[src/rtl/burst_addr_ctrl.sv]
// burst_addr_ctrl
//   Burst address sequencer: latches a burst command (base, length, mode),
//   issues one address per downstream handshake, flags the final beat and
//   pulses done once the final beat is accepted.
// Ports:
//   clk, rst_n            clock, asynchronous active-low reset
//   start                 command strobe (honoured only in IDLE, abort low)
//   base_addr, burst_len  first address, beats minus one
//   mode                  00 INCR, 01 WRAP, 10 FIXED, 11 reserved
//   abort                 terminate running burst / block start
//   beat_ready            downstream accepts current beat
//   addr, addr_valid      current beat address and its qualifier
//   last, beat_cnt        final-beat flag, 0-based beat index
//   busy, done, cfg_err   RUN|DONE, completion pulse, rejected-start pulse
module burst_addr_ctrl #(
  parameter int unsigned ADDR_WIDTH    = 8,
  parameter int unsigned COUNTER_WIDTH = 4
) (
  input  logic                     clk,
  input  logic                     rst_n,
  input  logic                     start,
  input  logic [ADDR_WIDTH-1:0]    base_addr,
  input  logic [COUNTER_WIDTH-1:0] burst_len,
  input  logic [1:0]               mode,
  input  logic                     abort,
  input  logic                     beat_ready,
  output logic [ADDR_WIDTH-1:0]    addr,
  output logic                     addr_valid,
  output logic                     last,
  output logic [COUNTER_WIDTH-1:0] beat_cnt,
  output logic                     busy,
  output logic                     done,
  output logic                     cfg_err
);

  typedef enum logic [1:0] {IDLE, RUN, DONE} state_e;
  typedef enum logic [1:0] {
    M_INCR  = 2'b00,
    M_WRAP  = 2'b01,
    M_FIXED = 2'b10,
    M_RSVD  = 2'b11
  } mode_e;

  state_e                   state_q, state_d;
  logic [ADDR_WIDTH-1:0]    addr_q, addr_d;
  logic [COUNTER_WIDTH-1:0] cnt_q, cnt_d;
  logic [COUNTER_WIDTH-1:0] len_q, len_d;
  mode_e                    mode_q, mode_d;
  logic                     cfg_err_q, cfg_err_d;

  logic [COUNTER_WIDTH-1:0] len_p1;
  logic                     pow2_len;
  logic                     cfg_ok;
  logic                     start_ok;
  logic                     accept;
  logic                     is_last;
  logic [ADDR_WIDTH-1:0]    wrap_mask;
  logic [ADDR_WIDTH-1:0]    addr_inc;
  logic [ADDR_WIDTH-1:0]    addr_step;

  // len+1 is a power of two iff len has no bit in common with len+1;
  // the all-ones length overflows to zero, which is correctly accepted.
  assign len_p1   = burst_len + COUNTER_WIDTH'(1);
  assign pow2_len = (burst_len & len_p1) == '0;

  always_comb begin
    cfg_ok = 1'b0;
    case (mode_e'(mode))
      M_INCR:  cfg_ok = 1'b1;
      M_FIXED: cfg_ok = 1'b1;
      M_WRAP:  cfg_ok = pow2_len;
      default: cfg_ok = 1'b0;
    endcase
  end

  assign start_ok = (state_q == IDLE) && start && !abort;
  assign accept   = (state_q == RUN) && beat_ready;
  assign is_last  = (cnt_q == len_q);

  // Wrap keeps the upper address bits and lets only the low (len+1)-aligned
  // field count, so an unaligned base wraps back to the block start.
  assign wrap_mask = ADDR_WIDTH'(len_q);
  assign addr_inc  = addr_q + ADDR_WIDTH'(1);

  always_comb begin
    addr_step = addr_q;
    case (mode_q)
      M_INCR:  addr_step = addr_inc;
      M_WRAP:  addr_step = (addr_q & ~wrap_mask) | (addr_inc & wrap_mask);
      default: addr_step = addr_q;
    endcase
  end

  // State register
  always_ff @(posedge clk or negedge rst_n) begin
    if (!rst_n) state_q <= IDLE;
    else        state_q <= state_d;
  end

  // Next-state logic
  always_comb begin
    state_d = state_q;
    case (state_q)
      IDLE: if (start_ok && cfg_ok) state_d = RUN;
      RUN: begin
        if (abort)                  state_d = IDLE;
        else if (accept && is_last) state_d = DONE;
      end
      DONE:    state_d = IDLE;
      default: state_d = IDLE;
    endcase
  end

  // Datapath next values
  always_comb begin
    addr_d    = addr_q;
    cnt_d     = cnt_q;
    len_d     = len_q;
    mode_d    = mode_q;
    cfg_err_d = start_ok && !cfg_ok;
    if (start_ok && cfg_ok) begin
      addr_d = base_addr;
      cnt_d  = '0;
      len_d  = burst_len;
      mode_d = mode_e'(mode);
    end else if (accept && !is_last) begin
      addr_d = addr_step;
      cnt_d  = cnt_q + COUNTER_WIDTH'(1);
    end
  end

  always_ff @(posedge clk or negedge rst_n) begin
    if (!rst_n) begin
      addr_q    <= '0;
      cnt_q     <= '0;
      len_q     <= '0;
      mode_q    <= M_INCR;
      cfg_err_q <= 1'b0;
    end else begin
      addr_q    <= addr_d;
      cnt_q     <= cnt_d;
      len_q     <= len_d;
      mode_q    <= mode_d;
      cfg_err_q <= cfg_err_d;
    end
  end

  // Output logic
  always_comb begin
    addr       = addr_q;
    beat_cnt   = cnt_q;
    cfg_err    = cfg_err_q;
    addr_valid = (state_q == RUN);
    last       = (state_q == RUN) && is_last;
    busy       = (state_q == RUN) || (state_q == DONE);
    done       = (state_q == DONE);
  end

endmodule
[config.mk]
export PLATFORM = sky130hd
export DESIGN_NAME = burst_addr_ctrl
export DESIGN_NICKNAME = d
export VERILOG_FILES = /design/src/rtl/burst_addr_ctrl.sv
export SDC_FILE = /design/constraint.sdc
export NUM_CORES = 1
export LEC_CHECK = 0
export ABC_AREA = 1
export CORE_MARGIN = 2
export CORE_UTILIZATION = 40
export CTS_CLUSTER_DIAMETER = 200
export CTS_CLUSTER_SIZE = 25
export DETAILED_ROUTE_END_ITERATION = 7
export PLACE_DENSITY = 0.68
export SYNTH_ARGS = -nofsm -noshare
export SYNTH_HDL_FRONTEND = slang
export SYNTH_SLANG_ARGS = --single-unit
[constraint.sdc]
create_clock -name clk -period 2.1 [get_ports clk]
set_input_delay 0.21 -clock clk [delete_from_list [all_inputs] [get_ports clk]]
set_output_delay 0.21 -clock clk [all_outputs]
set_load 0.01 [all_outputs]
==> impl_metrics.sql <==
INSERT INTO impl_metrics (metric_group, metric, value, unit) VALUES
('placement', 'dp_slack', '209', 'ps'),
('die', 'core-area', '3340', 'sq um'),
('drt', 'detail_route.drc_violations', '0', ''),
('die', 'start_util', '41.8', '%'),
('placement', 'placedCellCount', '277', ''),
('cells_and_area', 'post_route_cells_drive_above_1_share', '10.4', '%'),
('drt', 'wl_met2', '1.55', 'mm'),
('cells_and_area', 'instances_no_fill', '286', ''),
('die', 'die-area', '3980', 'sq um'),
('clock_tree', 'cts_tree', 'done', ''),
('grt', 'overflow', '0', ''),
('sta', 'tns', '0', 'ps'),
('sta', 'timing_max_transition_violations_final', '0', ''),
('status', 'outcome', 'completed', ''),
('cells_and_area', 'syn2layout_area_growth', '33.7', '%'),
('clock_tree', 'numCtsBuffers', '3', ''),
('placement', 'dp_hpwl', '2.49', 'mm'),
('drt', 'detail_route.vias_per_cell', '4.70', ''),
('power', 'power.ir.vdd_worst', '0.569', 'mV'),
('worst_setup_path', 'cp-start-kind', 'flip-flop', ''),
('die', 'rows', '21', ''),
('drt', 'drt_first_pass_iters', '4', ''),
('sta', 'layout_min_cycle_time', '1800', 'ps'),
('worst_setup_path', 'max_stage_delay', '520', 'ps'),
('worst_setup_path', 'critical_path.reg2reg.startpoint', 'state_q[1]$_DFFE_PN0P_', ''),
('synthesis', 'netlist_instances', '196', ''),
('sta', 'whs', '216', 'ps'),
('sta', 'worst_pin_slew', '404', 'ps'),
('drt', 'maxUsedRoutingLayer', 'met4', ''),
('sta', 'clock_skew', '7.05', 'ps'),
('clock_tree', 'clkLatencyLatePin', '320', 'ps'),
('worst_setup_path', 'critical_register_to_register_path_endpoint', 'addr[5]$_DFFE_PN0P_', ''),
('synthesis', 'ys_seq_elements', '21', ''),
('grt', 'grt_pass1_vias', '1293', ''),
('cells_and_area', 'n_antenna_cell', '0', ''),
('drt', 'routed_wire_length_per_instance', '11.4', 'microns'),
('worst_setup_path', 'worst-path-stages', '3', ''),
('worst_setup_path', 'worst-path-buf-inv', '2', ''),
('drt', 'detailedRoute.firstIterationViolations', '63', ''),
('sta', 'timing_hold_violations_final', '0', ''),
('power', 'p_leak', '0.947', 'nW'),
('drt', 'ant_nets', '0', ''),
('drt', 'vias', '1344', ''),
('sta', 'finalSetupViolCount', '0', ''),
('clock_tree', 'max-clock-path-buffers', '2', ''),
('clock_tree', 'tritoncts_num_sinks', '21', ''),
('worst_setup_path', 'timing.critical_path.required', '1890', 'ps'),
('drt', 'total_wire_length_after_detailed_routing', '3.27', 'mm'),
('clock_tree', 'post_cts_hold_buffer_count', '0', ''),
('sta', 'slew_headroom', '72.9', '%'),
('worst_setup_path', 'reg2reg_setup_slack', '320', 'ps'),
('synthesis', 'postSynthAreaPerCell', '7.12', 'sq um'),
('worst_setup_path', 'number_of_cells_on_the_worst_reg_to_reg_path', '9', ''),
('placement', 'io_buffers', '35', ''),
('worst_setup_path', 'cp_top_family', 'buffers and inverters', ''),
('clock_tree', 'path_clk_slew', '130', 'ps'),
('worst_setup_path', 'timing.critical_path.to_type', 'output pin', ''),
('die', 'die_height', '63.1', 'microns'),
('sta', 'rsz0062_at_grt', 'no', ''),
('sta', 'final.setup.worst_slack', '300', 'ps'),
('worst_setup_path', 'crit_arrival', '1590', 'ps'),
('synthesis', 'synth_seq_area_share', '37.6', '%'),
('worst_setup_path', 'worst-setup-path-type', 'flip-flop to output pin', ''),
('clock_tree', 'ctsHtreeMaxLevel', '1', ''),
('power', 'power_density', '1230', 'nW/um^2'),
('sta', 'finalCritPeriodShare', '85.7', '%'),
('grt', 'grt.total_usage', '18.3', '%'),
('synthesis', 'mappedNetlistArea', '1400', 'sq um'),
('synthesis', 'yosys.cell_types.count', '23', ''),
('sta', 'clock.fmax', '0.556', 'GHz'),
('drt', 'wl_met3', '148', 'microns');
cells by family (layout without fill, tap and decap cells):
| group | after synthesis | count (layout) | synth area share [%] |
|---|---|---|---|
| fa+ha+maj | 6 | 6 | 5.38 |
| flops | 21 | 21 | 37.6 |
| xor+xnor | 5 | 5 | 3.14 |
| compound gates | 25 | 25 | 9.77 |
| buf+inv | 27 | 71 | 9.23 |
| simple gates | 112 | 112 | 34.9 |
cell usage after synthesis:
cell type  count  area, sq um
nand2_1       73          274
dfrtp_1       21          526
inv_1         21         78.8
nand3_1       19         95.1
o21ai_0       15         75.1
nor2_1        10         37.5
ha_1           6         75.1
xor2_1         4         35.0
a21oi_1        3         15.0
nand2_2        3         18.8
o21ai_1        3         15.0
buf_6          2         22.5
inv_2          2         7.51
nand2_4        2         22.5
nor2_4         2         22.5
nor3_1         2         10.0
o21bai_1       2         15.0
a21boi_0       1         7.51
a21oi_2        1         8.76
buf_2          1         5.00
buf_8          1         15.0
nand4_1        1         6.26
xnor2_1        1         8.76
cell type report:
cell class / count / area, sq um
clock inverters: 1 / 5.00
repair buffers: 44 / 420
fillers: 353 / 1470
clock buffers: 3 / 22.5
well taps: 46 / 57.6
flip-flops and latches: 21 / 528
inverters: 23 / 86.3
multi-input cells: 148 / 747
routing by layer:
metal | track usage, % | up-vias
met3 | 3.04 | 4
met4 | 8.61 | 0
li1 | - | 707
met5 | 0 | -
met1 | 24.1 | 597
met2 | 29.3 | 36
stage by stage:
step | instance area [sq um] | util (%) | power, W
final | 1870 | 55.9 | 0.00229
after global placement | 1790 | 53.7 | 0.00201
after global routing | 1870 | 55.9 | 0.00254
after CTS | 1820 | 54.5 | 0.00224
after detailed placement | 1790 | 53.7 | 0.00202
after floorplan | 1400 | - | 0.00155
power breakdown:
group	internal, W	total [W]	switching (W)
clock	0.0000714	0.000207	0.000135
sequential	0.000577	0.000751	0.000174
combinational	0.000631	0.00133	0.000701
total	0.00128	0.00229	0.00101
cells in the final DEF, fill, tap and decap left out, drive strengths merged:
cell type and count:
clkdlybuf4s50 34, o21ai 18, nor3 2, nor2 12
a21boi 1, inv 23, nand2 78, nand3 19
xor2 4, a21oi 4, xnor2 1, clkbuf 3
nand4 1, ha 6, o21bai 2, dlymetal6s2s 1
clkinv 1, buf 9, dfrtp 21
repair_timing:
item / in CTS / in global routing
endpoints found under the hold margin: 0 / 0
endpoints found under the setup margin: 0 / 2
resized for setup: 0 / 4
setup buffers: 0 / 5
worst min path at each step:
| stage | startpoint | end | slack [ps] | depth (start not counted) |
|---|---|---|---|---|
| floorplan | rst_n | async pin | -90 | 0 |
| global placement | state_q[0]$_DFFE_PN0P_ | state_q[0]$_DFFE_PN0P_ | 500 | 2 |
| detailed placement | state_q[0]$_DFFE_PN0P_ | state_q[0]$_DFFE_PN0P_ | 500 | 2 |
| CTS | rst_n | len_q[0]$_DFFE_PN0P_ | 230 | 2 |
| global route | rst_n | len_q[0]$_DFFE_PN0P_ | 240 | 2 |
| finish | rst_n | len_q[1]$_DFFE_PN0P_ | 220 | 2 |
(Power assumes the default switching activity.)
